===== src/rtl/uart_pkg.sv =====
// Shared UART definitions for the transmitter and receiver: FSM state
// encoding, data width, bit-period helper and parity helper.
package uart_pkg;

  localparam int UART_DATA_BITS = 8;

  typedef enum logic [2:0] {
    IDLE   = 3'd0,
    START  = 3'd1,
    DATA   = 3'd2,
    PARITY = 3'd3,
    STOP   = 3'd4
  } uart_tx_state_t;

  function automatic int calc_bit_cycles(input int fclk, input int fuart);
    return fclk / fuart;
  endfunction

  // Even parity: the parity bit makes the total count of ones even.
  function automatic logic even_parity(input logic [UART_DATA_BITS-1:0] data);
    return ^data;
  endfunction

endpackage


===== src/rtl/uart_tx_if.sv =====
// Byte-request handshake and line outputs of the UART transmitter.
interface uart_tx_if;
  import uart_pkg::*;

  logic [UART_DATA_BITS-1:0] data_in;
  logic                      start;
  logic                      Tx_out;
  logic                      busy;
  logic                      done;

  modport master (output data_in, start, input Tx_out, busy, done);
  modport slave  (input data_in, start, output Tx_out, busy, done);

endinterface


===== src/rtl/uart_baud_tick.sv =====
// Bit-period counter: counts 0..BIT_CYCLES-1 and flags the terminal count.
module uart_baud_tick #(
  parameter int BIT_CYCLES = 16
) (
  input  logic clk_Tx,
  input  logic reset,
  input  logic clear,
  output logic tick
);

  localparam int               CNT_W    = (BIT_CYCLES > 2) ? $clog2(BIT_CYCLES) : 1;
  localparam logic [CNT_W-1:0] CNT_LAST = CNT_W'(BIT_CYCLES - 1);

  logic [CNT_W-1:0] cnt_q;
  logic [CNT_W-1:0] cnt_d;

  assign tick = (cnt_q == CNT_LAST);

  always_comb begin
    if (clear) begin
      cnt_d = {CNT_W{1'b0}};
    end else if (tick) begin
      cnt_d = {CNT_W{1'b0}};
    end else begin
      cnt_d = cnt_q + CNT_W'(1'b1);
    end
  end

  always_ff @(posedge clk_Tx) begin
    if (reset) begin
      cnt_q <= {CNT_W{1'b0}};
    end else begin
      cnt_q <= cnt_d;
    end
  end

endmodule


===== src/rtl/uart_tx.sv =====
// UART transmitter: start bit, 8 data bits MSB first, optional even parity
// (compiled in with `define UART_TX_PARITY_EN), one stop bit.
module uart_tx
  import uart_pkg::*;
#(
  parameter int Fclk  = 100000000,
  parameter int Fuart = 9600
) (
  input logic      clk_Tx,
  input logic      reset,
  uart_tx_if.slave bus
);

  localparam int         BIT_CYCLES = calc_bit_cycles(Fclk, Fuart);
  localparam logic [2:0] LAST_IDX   = 3'(UART_DATA_BITS - 1);

  uart_tx_state_t            state_q, state_d;
  logic [UART_DATA_BITS-1:0] shift_q, shift_d;
  logic [2:0]                idx_q, idx_d;
  logic                      tx_q, tx_d;
  logic                      busy_q, busy_d;
  logic                      done_q, done_d;
  logic                      baud_clear;
  logic                      baud_tick;

  uart_baud_tick #(
    .BIT_CYCLES(BIT_CYCLES)
  ) u_baud_tick (
    .clk_Tx(clk_Tx),
    .reset (reset),
    .clear (baud_clear),
    .tick  (baud_tick)
  );

  // Every output is computed for the state being entered, so the pin sees a flop.
  always_comb begin
    state_d    = state_q;
    shift_d    = shift_q;
    idx_d      = idx_q;
    tx_d       = tx_q;
    busy_d     = busy_q;
    done_d     = 1'b0;
    baud_clear = 1'b0;
    case (state_q)
      IDLE: begin
        if (bus.start) begin
          shift_d    = bus.data_in;
          idx_d      = 3'd0;
          baud_clear = 1'b1;
          tx_d       = 1'b0;
          busy_d     = 1'b1;
          state_d    = START;
        end else begin
          tx_d   = 1'b1;
          busy_d = 1'b0;
        end
      end
      START: begin
        if (baud_tick) begin
          tx_d    = shift_q[UART_DATA_BITS-1];
          state_d = DATA;
        end else begin
          tx_d = 1'b0;
        end
      end
      DATA: begin
        if (baud_tick) begin
          // Rotate rather than shift so the latched byte survives for parity.
          shift_d = {shift_q[UART_DATA_BITS-2:0], shift_q[UART_DATA_BITS-1]};
          if (idx_q == LAST_IDX) begin
`ifdef UART_TX_PARITY_EN
            tx_d    = even_parity(shift_q);
            state_d = PARITY;
`else
            tx_d    = 1'b1;
            state_d = STOP;
`endif
          end else begin
            idx_d = idx_q + 3'd1;
            tx_d  = shift_q[UART_DATA_BITS-2];
          end
        end else begin
          tx_d = shift_q[UART_DATA_BITS-1];
        end
      end
`ifdef UART_TX_PARITY_EN
      PARITY: begin
        if (baud_tick) begin
          tx_d    = 1'b1;
          state_d = STOP;
        end else begin
          tx_d = tx_q;
        end
      end
`endif
      STOP: begin
        if (baud_tick) begin
          tx_d    = 1'b1;
          busy_d  = 1'b0;
          done_d  = 1'b1;
          state_d = IDLE;
        end else begin
          tx_d = 1'b1;
        end
      end
      default: begin
        tx_d    = 1'b1;
        busy_d  = 1'b0;
        state_d = IDLE;
      end
    endcase
  end

  // Frame state and registered outputs.
  always_ff @(posedge clk_Tx) begin
    if (reset) begin
      state_q <= IDLE;
      shift_q <= {UART_DATA_BITS{1'b0}};
      idx_q   <= 3'd0;
      tx_q    <= 1'b1;
      busy_q  <= 1'b0;
      done_q  <= 1'b0;
    end else begin
      state_q <= state_d;
      shift_q <= shift_d;
      idx_q   <= idx_d;
      tx_q    <= tx_d;
      busy_q  <= busy_d;
      done_q  <= done_d;
    end
  end

  assign bus.Tx_out = tx_q;
  assign bus.busy   = busy_q;
  assign bus.done   = done_q;

endmodule


===== src/flat_wrapper.sv =====
// flat-port wrapper written by rule: the top's interface ports become plain ports
module uart_tx_flat import uart_pkg::*;
#(
  parameter int Fclk  = 100000000,
  parameter int Fuart = 9600
)
  (clk_Tx, reset, bus_data_in, bus_start, bus_Tx_out, bus_busy, bus_done);
  uart_tx_if bus_i ();
  input logic clk_Tx;
  input logic reset;
  input wire logic [$bits(bus_i.data_in)-1:0] bus_data_in;
  input wire logic [$bits(bus_i.start)-1:0] bus_start;
  output wire logic [$bits(bus_i.Tx_out)-1:0] bus_Tx_out;
  output wire logic [$bits(bus_i.busy)-1:0] bus_busy;
  output wire logic [$bits(bus_i.done)-1:0] bus_done;
  assign bus_i.data_in = bus_data_in;
  assign bus_i.start = bus_start;
  assign bus_Tx_out = bus_i.Tx_out;
  assign bus_busy = bus_i.busy;
  assign bus_done = bus_i.done;
  uart_tx #(.Fclk(Fclk), .Fuart(Fuart)) u_core (.clk_Tx(clk_Tx), .reset(reset), .bus(bus_i));
endmodule

===== config.mk =====
export PLATFORM = sky130hd
export DESIGN_NAME = uart_tx_flat
export DESIGN_NICKNAME = d
export VERILOG_FILES = /design/src/rtl/uart_pkg.sv /design/src/rtl/uart_tx_if.sv /design/src/rtl/uart_baud_tick.sv /design/src/rtl/uart_tx.sv /design/src/flat_wrapper.sv
export SDC_FILE = /design/constraint.sdc
export NUM_CORES = 1
export LEC_CHECK = 0
export CAP_MARGIN = 15
export CORE_MARGIN = 2
export CORE_UTILIZATION = 55
export DETAILED_ROUTE_END_ITERATION = 8
export PLACE_DENSITY = 0.77
export SYNTH_ARGS = -nofsm -noshare
export SYNTH_HDL_FRONTEND = slang
export SYNTH_SLANG_ARGS = --single-unit

===== constraint.sdc =====
create_clock -name clk_Tx -period 2.03 [get_ports clk_Tx]
set_input_delay 0.406 -clock clk_Tx [delete_from_list [all_inputs] [get_ports clk_Tx]]
set_output_delay 0.406 -clock clk_Tx [all_outputs]
set_load 0.1 [all_outputs]

==> metrics.cfg, run 1 <==
[timing]
fin_skew_ns=0.0104
setup_ws_ns=0.271
period_minus_slack_ns=1.76
period_share_pct=86.6
final_hold_viol_count=0
report.final.setup_viol=0
relSlewSlack_pct=71.6
worst-slew-pin-transition_ns=0.425
setup_tns_ns=0
clock.fmax_ghz=0.569
hold_ws_ns=0.497
rsz0062_at_grt=false
maxSlewViolCount=0

[clock_tree]
post_cts_buffers=0
cts-resized-gates=0
insertion_delay_ns=0.34
ctsRootBufferMaster=clkbuf_4
clock-sinks=31
cts_tree=built
hold_buffers=0
clockBufferDepth=2
h-tree-depth=2
tritoncts.num_buffers=5
clk_pin_slew_ns=0.10

[floorplan]
die_w_um=57.0
fp-row-count=19
start_util_pct=56.9
die_area_um2=3240
coreArea_um2=2710
die_y_um=57.0
pin_count=14

[power_and_ir_drop]
leakagePower_nw=0.628
p_per_area_nw_per_um2=712
ir_drop_uv=751

[final_layout]
syn2layout_area_growth_pct=15.7
diodes=0
nets=198
register_area_um2=621
drive_gt1_share_pct=12.4
nFillCells=222
multi_input_area_um2=856
fin_util_pct=65.9
final_area_um2=1790

[setup_path]
path_class=flop to flop
crit_path_start_kind=flop
r2r_cells=6
timing.rr.end=u_core.idx_q[0]
crit_path_end_kind=flop
r2r_start=u_core.u_baud_tick.cnt_q[0]
worstPathRequired_ns=2.30
critPathArrivalTime_ns=2.03
ff2ff_setup_slack_ns=0.27
path_max_fanout=5

[routing]
final_antenna_net_count=0
drt_iter0_markers=27
route.vias.total=1251
wl_um=3020
first_pass_iters=4
routedWlPerCell_um=14.0
drc=0
via_per_inst=5.79

[global_routing]
grt_pass1_vias=1180
antenna_found_initial=0
grt_pass1_wl_um=5130
grt_start_max_net_pins=20
grt_usage_pct=20.9
grt_overflow=0

[logic_synthesis]
yosysWarnings=0
syn-cell-area_um2=1540
syn_area_per_cell_um2=9.07
syn_nets=184
postSynthCellCount=170
ys_ff_latch=31
ys_seq_area_share_pct=40.2
synth_cell_types=43

[placement]
place_area_um2=1700
gp_congestion=0.773
detailed_place_hpwl_um=2170
place_ws_ns=0.0992
numPortBuffers=13

[run_status]
run_status=finished, final reports clean

[min_path]
hold_start=u_core.idx_q[2]
hold_path_class=flop to flop
hold_depth=2
hold_path_end=u_core.idx_q[2]

[job]
cap_violations=0

## stage by stage
step,power (mW),std cells
final,1.27,216
after global routing,1.32,216
after CTS,1.28,216
after detailed placement,0.781,208
after global placement,0.776,208
after floorplan,0.735,170
## critical path, cell delays in order (launching register included)
cell     delay, ns
dfxtp_1       0.40
ha_1          0.22
and3_1        0.22
nand4_2       0.12
buf_4         0.17
or4_1         0.39
a31oi_1       0.17
## layer usage
metal  global-route usage (%)  routed length (µm)  share of wire [%]  vias up
li1                         -                   -                  -      642
met1                     23.4                1330                 44      574
met2                     35.1                1490                 49       29
met3                     8.84                 154                5.1        6
met4                     7.97                  48                1.6        0
met5                        0                   0                  0        -
## Yosys cell counts (all sizes together)
cell / instances / share of area, %
nand3: 5 / 1.6
nor2b: 3 / 1.2
o21a: 1 / 0.49
and4b: 1 / 0.65
nor2: 34 / 8.3
o221a: 8 / 5.8
o21ai: 5 / 1.9
and4: 2 / 1.1
or2: 1 / 0.41
buf: 8 / 2.8
clkbuf: 3 / 0.73
nand4b: 1 / 0.57
nand3b: 1 / 0.49
and3: 1 / 0.41
a31oi: 1 / 0.41
xnor2: 8 / 4.5
dfxtp: 31 / 40
nor3: 5 / 1.6
nor4: 3 / 1.2
nor4b: 4 / 4.2
a21oi: 3 / 1.2
a311o: 1 / 0.65
xor2: 4 / 2.3
nand4: 8 / 4.1
and4bb: 1 / 0.81
o31ai: 1 / 0.49
or4b: 1 / 0.89
or4: 1 / 0.49
nand2: 6 / 1.5
ha: 3 / 2.4
inv: 3 / 0.73
a211oi: 3 / 1.5
mux2i: 1 / 0.65
nand2b: 4 / 1.6
a22o: 1 / 0.57
nor3b: 3 / 1.5
## worst max-delay path by stage
stage	startpoint	endpoint	slack, ns	cells after the start
after floorplan	u_core.u_baud_tick.cnt_q[0]	u_core.shift_q[1]	0.39	7
after global placement	bus_start	u_core.u_baud_tick.cnt_q[9]	0.11	5
after detailed placement	bus_start	u_core.u_baud_tick.cnt_q[7]	0.1	5
after CTS	u_core.u_baud_tick.cnt_q[0]	u_core.idx_q[0]	0.26	6
after global routing	u_core.u_baud_tick.cnt_q[0]	u_core.idx_q[0]	0.12	6
final	u_core.u_baud_tick.cnt_q[0]	u_core.idx_q[0]	0.27	6
## flip-flops by register name, indices dropped and copies added (netlist names)
signal,count
u_core.state_q,3
u_core.idx_q,3
u_core.u_baud_tick.cnt_q,14
u_core.bus.Tx_out,1
u_core.bus.busy,1
u_core.shift_q,8
u_core.bus.done,1
## layout by cell type, fill, tap and decap left out, drive strengths merged, types with 2 or more instances in the layout
master / count
nor2: 34
dfxtp: 31
clkdlybuf4s50: 10
o221a: 8
xnor2: 8
buf: 8
nand4: 8
nand2: 6
clkbuf: 6
nor3: 5
nand3: 5
o21ai: 5
xor2: 4
nand2b: 4
nor4b: 4
nor2b: 3
inv: 3
nor3b: 3
nor4: 3
a211oi: 3
ha: 3
a21oi: 3
and4: 2
## area by class of cell
cell class / instances / area share, %
multi-input combinational: 125 / 47.9
sequential: 31 / 34.8
timing repair buffer: 18 / 9.67
clock buffer: 6 / 2.87
tap: 31 / 2.17
clock inverter: 2 / 1.96
inverter: 3 / 0.631
## power by group
| group | internal (mW) | switching [mW] | leakage [nW] |
|---|---|---|---|
| logic | 0.0572 | 0.0631 | 0.327 |
| clock network | 0.291 | 0.213 | 0.0482 |
| registers | 0.628 | 0.0192 | 0.253 |
## cells by family after synthesis
kind of cell | share of synthesized area [%]
simple gates | 32.6
flops | 40.2
compound gates | 13.0
buf+inv | 4.30
xor+xnor | 6.81
fa+ha+maj | 2.43
mux | 0.649
No activity file was read; power rests on OpenSTA's default activity.
==> run 2, diff against run 1 <==
CAP_MARGIN = unset   (was 15)
==> results of run 2 <==
No change in the layout: final DEF, timing and power equal those of run 1.
